===== src/rtl/spi_dac_rx.sv =====
// MCP4911-style SPI write receiver: oversamples the serial DAC link on sysclk,
// decodes 16-bit channel-A writes and presents the loaded code on LD.
module spi_dac_rx #(
  parameter int unsigned SYNC_STAGES = 2,
  parameter int unsigned FRAME_BITS  = 16
) (
  input  logic       sysclk,
  input  logic       rst_n,
  input  logic       dac_sdi,
  input  logic       dac_sck,
  input  logic       dac_cs,
  input  logic       dac_ld,
  output logic [9:0] dac_data,
  output logic       dac_gain1x,
  output logic       dac_buf,
  output logic       dac_active,
  output logic       dac_update,
  output logic       frame_done,
  output logic       frame_err
);

  localparam int unsigned CW = $clog2(FRAME_BITS + 2);

  typedef enum logic [1:0] {
    IDLE,
    SHIFT,
    CHECK
  } state_t;

  logic [SYNC_STAGES-1:0] sdi_sync, sck_sync, cs_sync, ld_sync;
  logic                   sck_prev, cs_prev, ld_prev;
  logic                   sdi_cur, sck_cur, cs_cur, ld_cur;

  logic                   sck_rise, cs_fall, cs_rise, ld_fall, sdi_bit;

  state_t                 state;
  logic [15:0]            shift_reg;
  logic [CW-1:0]          bit_cnt;
  logic [12:0]            hold;
  logic                   hold_valid;
  logic                   ld_pend;

  assign sdi_cur = sdi_sync[SYNC_STAGES-1];
  assign sck_cur = sck_sync[SYNC_STAGES-1];
  assign cs_cur  = cs_sync[SYNC_STAGES-1];
  assign ld_cur  = ld_sync[SYNC_STAGES-1];

  // Synchronizers, previous-value registers and registered edge events.
  always_ff @(posedge sysclk) begin
    if (!rst_n) begin
      sdi_sync <= '0;
      sck_sync <= '1;
      cs_sync  <= '1;
      ld_sync  <= '1;
      sck_prev <= 1'b1;
      cs_prev  <= 1'b1;
      ld_prev  <= 1'b1;
      sck_rise <= 1'b0;
      cs_fall  <= 1'b0;
      cs_rise  <= 1'b0;
      ld_fall  <= 1'b0;
      sdi_bit  <= 1'b0;
    end else begin
      sdi_sync <= {sdi_sync[SYNC_STAGES-2:0], dac_sdi};
      sck_sync <= {sck_sync[SYNC_STAGES-2:0], dac_sck};
      cs_sync  <= {cs_sync[SYNC_STAGES-2:0], dac_cs};
      ld_sync  <= {ld_sync[SYNC_STAGES-2:0], dac_ld};
      sck_prev <= sck_cur;
      cs_prev  <= cs_cur;
      ld_prev  <= ld_cur;
      sck_rise <= ~sck_prev & sck_cur;
      cs_fall  <= cs_prev & ~cs_cur;
      cs_rise  <= ~cs_prev & cs_cur;
      ld_fall  <= ld_prev & ~ld_cur;
      sdi_bit  <= sdi_cur;
    end
  end

  always_ff @(posedge sysclk) begin
    if (!rst_n) begin
      state      <= IDLE;
      shift_reg  <= '0;
      bit_cnt    <= '0;
      hold       <= '0;
      hold_valid <= 1'b0;
      ld_pend    <= 1'b0;
      dac_data   <= '0;
      dac_gain1x <= 1'b1;
      dac_buf    <= 1'b0;
      dac_active <= 1'b0;
      dac_update <= 1'b0;
      frame_done <= 1'b0;
      frame_err  <= 1'b0;
    end else begin
      frame_done <= 1'b0;
      frame_err  <= 1'b0;
      dac_update <= 1'b0;

      case (state)
        IDLE: begin
          if (cs_fall) begin
            state     <= SHIFT;
            bit_cnt   <= '0;
            shift_reg <= '0;
          end
        end
        SHIFT: begin
          if (sck_rise) begin
            shift_reg <= {shift_reg[14:0], sdi_bit};
            if (bit_cnt != CW'(FRAME_BITS + 1))
              bit_cnt <= bit_cnt + CW'(1);
          end
          if (cs_rise)
            state <= CHECK;
        end
        CHECK: begin
          state <= IDLE;
          if (bit_cnt == CW'(FRAME_BITS)) begin
            // Channel-B writes are valid frames for an unsupported channel: drop silently.
            if (!shift_reg[15]) begin
              hold       <= shift_reg[14:2];
              hold_valid <= 1'b1;
              frame_done <= 1'b1;
            end
          end else begin
            frame_err <= 1'b1;
          end
        end
        default: state <= IDLE;
      endcase

      // A load request meeting CHECK waits one cycle so it picks up the new word.
      ld_pend <= ld_fall | (ld_pend && state == CHECK);
      if (ld_pend && state != CHECK && hold_valid) begin
        {dac_buf, dac_gain1x, dac_active, dac_data} <= hold;
        dac_update <= 1'b1;
      end
    end
  end

endmodule


===== config.mk =====
export PLATFORM = sky130hd
export DESIGN_NAME = spi_dac_rx
export DESIGN_NICKNAME = d
export VERILOG_FILES = /design/src/rtl/spi_dac_rx.sv
export SDC_FILE = /design/constraint.sdc
export NUM_CORES = 1
export LEC_CHECK = 0
export CELL_PAD_IN_SITES_DETAIL_PLACEMENT = 2
export CELL_PAD_IN_SITES_GLOBAL_PLACEMENT = 2
export CORE_MARGIN = 2
export CORE_UTILIZATION = 39
export DETAILED_ROUTE_END_ITERATION = 16
export GPL_ROUTABILITY_DRIVEN = 0
export PLACE_DENSITY = 0.85
export SLEW_MARGIN = 10
export SYNTH_ARGS = -nofsm -noshare
export SYNTH_HDL_FRONTEND = slang
export SYNTH_SLANG_ARGS = --single-unit
export TNS_END_PERCENT = 1

===== constraint.sdc =====
create_clock -name sysclk -period 4 [get_ports sysclk]
set_input_delay 1.2 -clock sysclk [delete_from_list [all_inputs] [get_ports sysclk]]
set_output_delay 1.2 -clock sysclk [all_outputs]
set_load 0.05 [all_outputs]

### Word-level counts from Yosys, hierarchy flattened

Index checks and enable logic that the tools add are counted.

* register bits: 70
* word-level logic and storage cells: 69
* output and inout port bits: 16

* bitwise operators: 10
* mux-type cells: 13
* reduce and logical (&&, ||, !) cells: 11
* add/sub/neg operators: 1
* equal/unequal tests: 9

Operator list (number)
* 2-to-1 mux 16 bit: 2
* one-hot mux 16 bit (2 select lines): 1
* 2-to-1 mux 5 bit: 3
* != test 2 bit (second input constant): 5
* one-hot mux 5 bit (2 select lines): 1
* AND reduction 3 bit: 3
* adder 5 x 1 -> 5 bit (second input constant): 1
* == test 5 bit (second input constant): 1
* != test 5 bit (second input constant): 1
* inverter 1 bit: 5
* AND 1 bit: 4
* 2-to-1 mux 2 bit: 2
* one-hot mux 2 bit (2 select lines): 1
* AND reduction 2 bit: 2
* AND reduction 4 bit: 1
* logical AND 1 bit: 3
* 2-to-1 mux 1 bit: 3
* == test 2 x 1 -> 1 bit (second input constant): 1
* == test 2 bit (second input constant): 1
* logical NOT 2 bit: 1
* nonzero test 2 bit: 1
* bitwise OR 1 bit: 1

### Logic depth before layout (Yosys ltp)

Gate-level depths: netlist of the first run.

* depth after elaboration: 4
* gate-level depth with buffers: 6
* depth with buffers taken out: 5

### Worst setup path after synthesis of the first run

No wires, ideal clock.

* path kind: reg2out
* from: register dac_active
* to: output port dac_active
* required time: 2.800 ns
* cell stages (with the launch flop): 1
* data arrival time: 0.598 ns
* slack: 2.202 ns
* path through: dfxtp_1

RTL lines
* from (decl): RTL line 16 `output logic dac_active,`
* from (signal assigned): RTL line 135 `{dac_buf, dac_gain1x, dac_active, dac_data} <= hold;`

No word-level cell between the ends.

### Worst setup path after layout of the first run

* from: register dac_data[3]
* to: output port dac_data[3]

RTL lines
* from (decl): RTL line 13 `output logic [9:0] dac_data,`
* from (signal assigned): RTL line 135

No word-level cell between the ends.

==> results_dict.tcl, run 1 <==
set metrics [dict create \
    worstHoldPathType "reg -> reg" \
    grt_pass1_vias 2268 \
    synth-seq-area-share_pct 51.2 \
    synth_edf_count 0 \
    synthTopCellsByCount "dfxtp_1 (70), o21ai_0 (42), nand3_1 (31)" \
    cts.path.max_buffers 2 \
    maxSlewViolCount 0 \
    setup_viol 0 \
    root_buffer "clkbuf_8" \
    path_class "reg -> out" \
    dieArea_um2 7710 \
    wirelength_um 6860 \
    yosysTopAreaCellShare_pct 51.2 \
    worstSkewPairLatency_ns 0.35 \
    grt_max_degree 41 \
    core_um2 6790 \
    tritoncts "done" \
    htree_levels 3 \
    critPathLaunchType "flip-flop" \
    synth.top_cells.by_area "dfxtp_1 (51%), o21ai_0 (7.7%), a21boi_1 (5.8%)" \
    syn_area_per_cell_um2 9.51 \
    routed_via_density 5.27 \
    min_period_ns 2.70 \
    layout.cells.non_filler 400 \
    arrival_ns 1.50 \
    gr-total-overflow 0 \
    crit_path_max_incr_delay_ns 0.80 \
    cts.sinks 70 \
    antenna_found_initial 0 \
    timing.final.crit_share_pct 67.6 \
    peakVddDrop_mv 0.258 \
    crit_path_end_kind "primary output" \
    fin_hold_ws_ns 0.402 \
    grt_pass1_wl_um 11500 \
    async_flop_share_pct 0 \
    holdBufCountCts 0 \
    synth_top_area_cell "dfxtp_1" \
    initial_core_util_pct 40.3 \
    yosysWarnings 0 \
    path_clk_slew_ns 0.08 \
    ios 22 \
    hpwl_um 4240 \
    vias 2109 \
    cts_inserted_buffers 9 \
    cp_cell_sequence "clkdlybuf4s50_1" \
    largest_reg_flops 16 \
    drv_cap 0 \
    fillCellCount 745 \
    antenna-diode-count 0 \
    fp.dieW_um 87.8 \
    critPathBufInv 1 \
    rows 30 \
    outcome "completed" \
    nets 308 \
    drive_gt1_share_pct 7.89 \
    maxSlewHeadroom_pct 35.4 \
    required_ns 2.80 \
    postRouteAntennaNets 0 \
    track_usage_pct 19.9 \
    drt_iter0_drc 118 \
    cts_setup_buffers 0 \
    place_inst 384 \
    tns_ns 0 \
    synth-seq-cells 70 \
    ys.flop_type "dfxtp_1" \
    dr.pass1.iters 3 \
    drc 0 \
    area_growth_pct 14.5 \
    hold_viol 0 \
    cp_top_family "buffers and inverters" \
    rsz0062_at_grt "no" \
    skew_ns 0.0107 \
    post_cts_resized 0 \
    fmax_mhz 370 \
    ys_types 39 \
    io_buffers 21 \
    synth.net_count 297 \
    p_leak_nw 1.04 \
    power-per-cell-area_nw_per_um2 417 \
    die_h_um 87.8 \
    tightest_slew_ns 0.951 \
    synth_area_um2 2740 \
    slowest_stage "clkdlybuf4s50_1" \
    yosysMostFrequentCell "dfxtp_1" \
    crit_fanout 2 \
    wl_per_cell_um 17.1 \
    synthCells 288 \
]
[layer usage]
| metal | vias to the layer above | track usage [%] | part of all wire, % |
|---|---|---|---|
| met1 | 1051 | 22.5 | 44 |
| li1 | 1025 | - | - |
| met2 | 26 | 36.0 | 53 |
| met3 | 7 | 4.24 | 2.0 |
| met5 | - | 0 | 0 |
| met4 | 0 | 8.39 | 1.2 |
[placed cells by master, fill, tap and decap left out, types with 2 or more instances in the layout]
| cell type | instances |
|---|---|
| a21boi_0 | 20 |
| a21boi_1 | 21 |
| a21oi_1 | 3 |
| and2_1 | 3 |
| and3_1 | 5 |
| clkbuf_8 | 9 |
| clkdlybuf4s50_1 | 20 |
| clkinv_2 | 2 |
| clkinv_4 | 2 |
| dfxtp_1 | 70 |
| ha_1 | 3 |
| inv_1 | 6 |
| mux2i_1 | 2 |
| nand2_1 | 22 |
| nand2b_1 | 11 |
| nand3_1 | 31 |
| nand4bb_1 | 2 |
| nor2_1 | 3 |
| nor2b_1 | 3 |
| nor3b_1 | 3 |
| o21ai_0 | 42 |
[cell type report]
class | instances | area [um^2] | share of cell area [%]
sequential | 70 | 1400 | 44.7
multi-input combinational | 190 | 1180 | 37.7
timing repair buffer | 22 | 213 | 6.78
clock buffer | 9 | 124 | 3.95
tap | 96 | 120 | 3.83
clock inverter | 7 | 73.8 | 2.35
inverter | 6 | 22.5 | 0.718
[metrics by stage]
stage | utilization (%) | instance area, um^2 | total power, mW | setup slack, ns
floorplan | - | 2740 | 0.743 | 2.20
global placement | 43.3 | 2940 | 0.751 | 1.68
detailed placement | 43.3 | 2940 | 0.753 | 1.58
CTS | 46.2 | 3140 | 1.33 | 1.27
global route | 46.2 | 3140 | 1.36 | 1.24
finish | 46.2 | 3140 | 1.31 | 1.30
[logic make-up (layout without fill, tap and decap cells)]
logic type | after synthesis | in the layout | synth area share [%]
muxes | 3 | 3 | 1.23
AOI/OAI and AO/OA | 92 | 92 | 21.4
DFF | 70 | 70 | 51.2
adders and majority gates | 3 | 3 | 1.37
and+or+nand+nor | 92 | 92 | 19.1
buffers and inverters | 28 | 44 | 5.66
[power by group]
part | leakage (nW) | internal [mW] | total (mW) | switching (mW)
clock network | 0.0996 | 0.290 | 0.572 | 0.282
logic | 0.377 | 0.0150 | 0.0299 | 0.0150
registers | 0.566 | 0.702 | 0.706 | 0.00375
total | 1.04 | 1.01 | 1.31 | 0.301
[final timing paths]
path | startpoint | cells after the start | slack (ns) | to
worst max-delay path | dac_data[3]$_SDFFE_PN0P_ | 1 | 1.30 | dac_data[3]
worst min-delay path | sck_prev$_SDFF_PN1_ | 1 | 0.40 | sck_rise$_SDFF_PN0_
worst max register to register | state[0]$_SDFFE_PN0P_ | 3 | 1.81 | shift_reg[5]$_SDFFE_PN0P_
worst min register to register | sck_prev$_SDFF_PN1_ | 1 | 0.40 | sck_rise$_SDFF_PN0_
Power figures use the tool's default switching activity.
==> run 2: changes to the inputs <==
--- a/config.mk
+++ b/config.mk
@@ -8,10 +8,10 @@
 export CELL_PAD_IN_SITES_DETAIL_PLACEMENT = 2
 export CELL_PAD_IN_SITES_GLOBAL_PLACEMENT = 2
 export CORE_MARGIN = 2
-export CORE_UTILIZATION = 39
+export CORE_UTILIZATION = 36
 export DETAILED_ROUTE_END_ITERATION = 16
 export GPL_ROUTABILITY_DRIVEN = 0
-export PLACE_DENSITY = 0.85
+export PLACE_DENSITY = 0.8
 export SLEW_MARGIN = 10
 export SYNTH_ARGS = -nofsm -noshare
 export SYNTH_HDL_FRONTEND = slang
==> constraint.sdc (replaced) <==
create_clock -name sysclk -period 2.7 [get_ports sysclk]
set_input_delay 0.81 -clock sysclk [delete_from_list [all_inputs] [get_ports sysclk]]
set_output_delay 0.81 -clock sysclk [all_outputs]
set_load 0.05 [all_outputs]
==> run 2 against run 1 <==
Net effect: clock skew shrank 0.0040 ns; register-to-register slack got worse by 0.94 ns; highest routed layer unchanged; worst setup slack worse by 0.91 ns; non-clock buffer count grew 3; critical path depth did not move; via count up 0.14%.
==> results_dict.tcl, run 2 (synthesis gave the netlist of run 1 again) <==
set metrics [dict create \
    power-per-cell-area_nw_per_um2 630 \
    vias 2112 \
    crit_fanout 2 \
    r2r-start "state[0]$_SDFFE_PN0P_" \
    wl_per_cell_um 15.9 \
    place_inst 390 \
    drive_gt1_share_pct 8.50 \
    track_usage_pct 17.1 \
    arrival_ns 1.51 \
    timing.final.crit_share_pct 85.8 \
    gr-total-overflow 0 \
    ios 22 \
    cts.path.max_buffers 2 \
    grt_max_degree 43 \
    grt_pass1_wl_um 11300 \
    crit_path_end_kind "primary output" \
    drv_cap 0 \
    min_from "sck_prev$_SDFF_PN1_" \
    worstHoldPathType "reg -> reg" \
    hold_viol 0 \
    io_buffers 21 \
    rsz0062_at_grt "no" \
    fp.dieW_um 91.2 \
    hpwl_um 4250 \
    required_ns 1.89 \
    holdBufCountCts 0 \
    crit_path_start "dac_data[9]$_SDFFE_PN0P_" \
    root_buffer "clkbuf_8" \
    dieArea_um2 8320 \
    cts.sinks 70 \
    p_leak_nw 1.07 \
    post_cts_resized 0 \
    peakVddDrop_mv 0.335 \
    critPathLaunchType "flip-flop" \
    cp_cell_sequence "clkdlybuf4s50_1" \
    critPathBufInv 1 \
    cts_inserted_buffers 9 \
    path_clk_slew_ns 0.08 \
    area_growth_pct 16.0 \
    worstSkewPairLatency_ns 0.34 \
    setup_viol 0 \
    outcome "completed" \
    dr.pass1.iters 4 \
    setup_slack_ns 0.384 \
    mostFrequentLayoutCells "dfxtp_1 (70), o21ai_0 (42), nand3_1 (31)" \
    crit_path_max_incr_delay_ns 0.81 \
    drt_iter0_drc 82 \
    grt_pass1_vias 2289 \
    htree_levels 3 \
    core_um2 7290 \
    cts_setup_buffers 0 \
    min_period_ns 2.32 \
    routed_via_density 5.21 \
    nets 311 \
    initial_core_util_pct 37.6 \
    antenna-diode-count 0 \
    layout.cells.non_filler 405 \
    maxSlewHeadroom_pct 52.7 \
    die_h_um 91.2 \
    final_common_cell "dfxtp_1" \
    cp_top_family "buffers and inverters" \
    path_class "reg -> out" \
    rows 31 \
    postRouteAntennaNets 0 \
    pre_cts_ws_ns 0.730 \
    antenna_found_initial 0 \
    tritoncts "done" \
    drc 0 \
    tns_ns 0 \
    tightest_slew_ns 0.710 \
    skew_ns 0.00676 \
    maxSlewViolCount 0 \
    wirelength_um 6430 \
    largest_reg_flops 16 \
    slowest_stage "clkdlybuf4s50_1" \
    fmax_mhz 432 \
]
run 2: changes by cell type in the layout (fill, tap and decap cells not counted):
cell	before	now
inv_6	1	0
bufinv_16	1	2
clkinvlp_4	1	0
buf_4	1	4
run 2: final cells by class:
cell class / instances / area (um^2)
clock buffer: 9 / 124
fill: 812 / 4120
inverter: 6 / 22.5
tap: 99 / 124
multi-input combinational: 190 / 1180
clock inverter: 6 / 87.6
timing repair buffer: 25 / 235
sequential: 70 / 1400
run 2: power breakdown:
part	internal [mW]	switching [mW]	total, mW
clock	0.515	0.396	0.911
sequential	1.04	0.00538	1.05
combinational	0.0236	0.0223	0.0459
total	1.58	0.424	2.00
run 2: worst paths after layout:
| path | to | slack [ns] | depth (start not counted) |
|---|---|---|---|
| max reg2reg | shift_reg[4]$_SDFFE_PN0P_ | 0.87 | 4 |
| max | dac_data[9] | 0.38 | 1 |
| min reg2reg | sck_rise$_SDFF_PN0_ | 0.39 | 1 |
| min | sck_rise$_SDFF_PN0_ | 0.39 | 1 |
run 2: metal layers:
layer / wire, um / share of wire [%] / up-vias / GRT usage [%]
li1: - / - / 1033 / -
met1: 2870 / 45 / 1042 / 20.4
met2: 3300 / 51 / 25 / 30.0
met3: 153 / 2.4 / 12 / 3.49
met4: 107 / 1.7 / 0 / 6.82
met5: 0 / 0 / - / 0
run 2: metrics by stage:
step	cell area, um^2	hold slack [ns]	utilization (%)	power [mW]
after floorplan	2740	0.367	-	1.10
after global placement	2970	0.377	40.7	1.12
after detailed placement	2970	0.378	40.7	1.12
after CTS	3180	0.395	43.6	2.04
after global routing	3180	0.418	43.6	2.09
final	3180	0.391	43.6	2.00
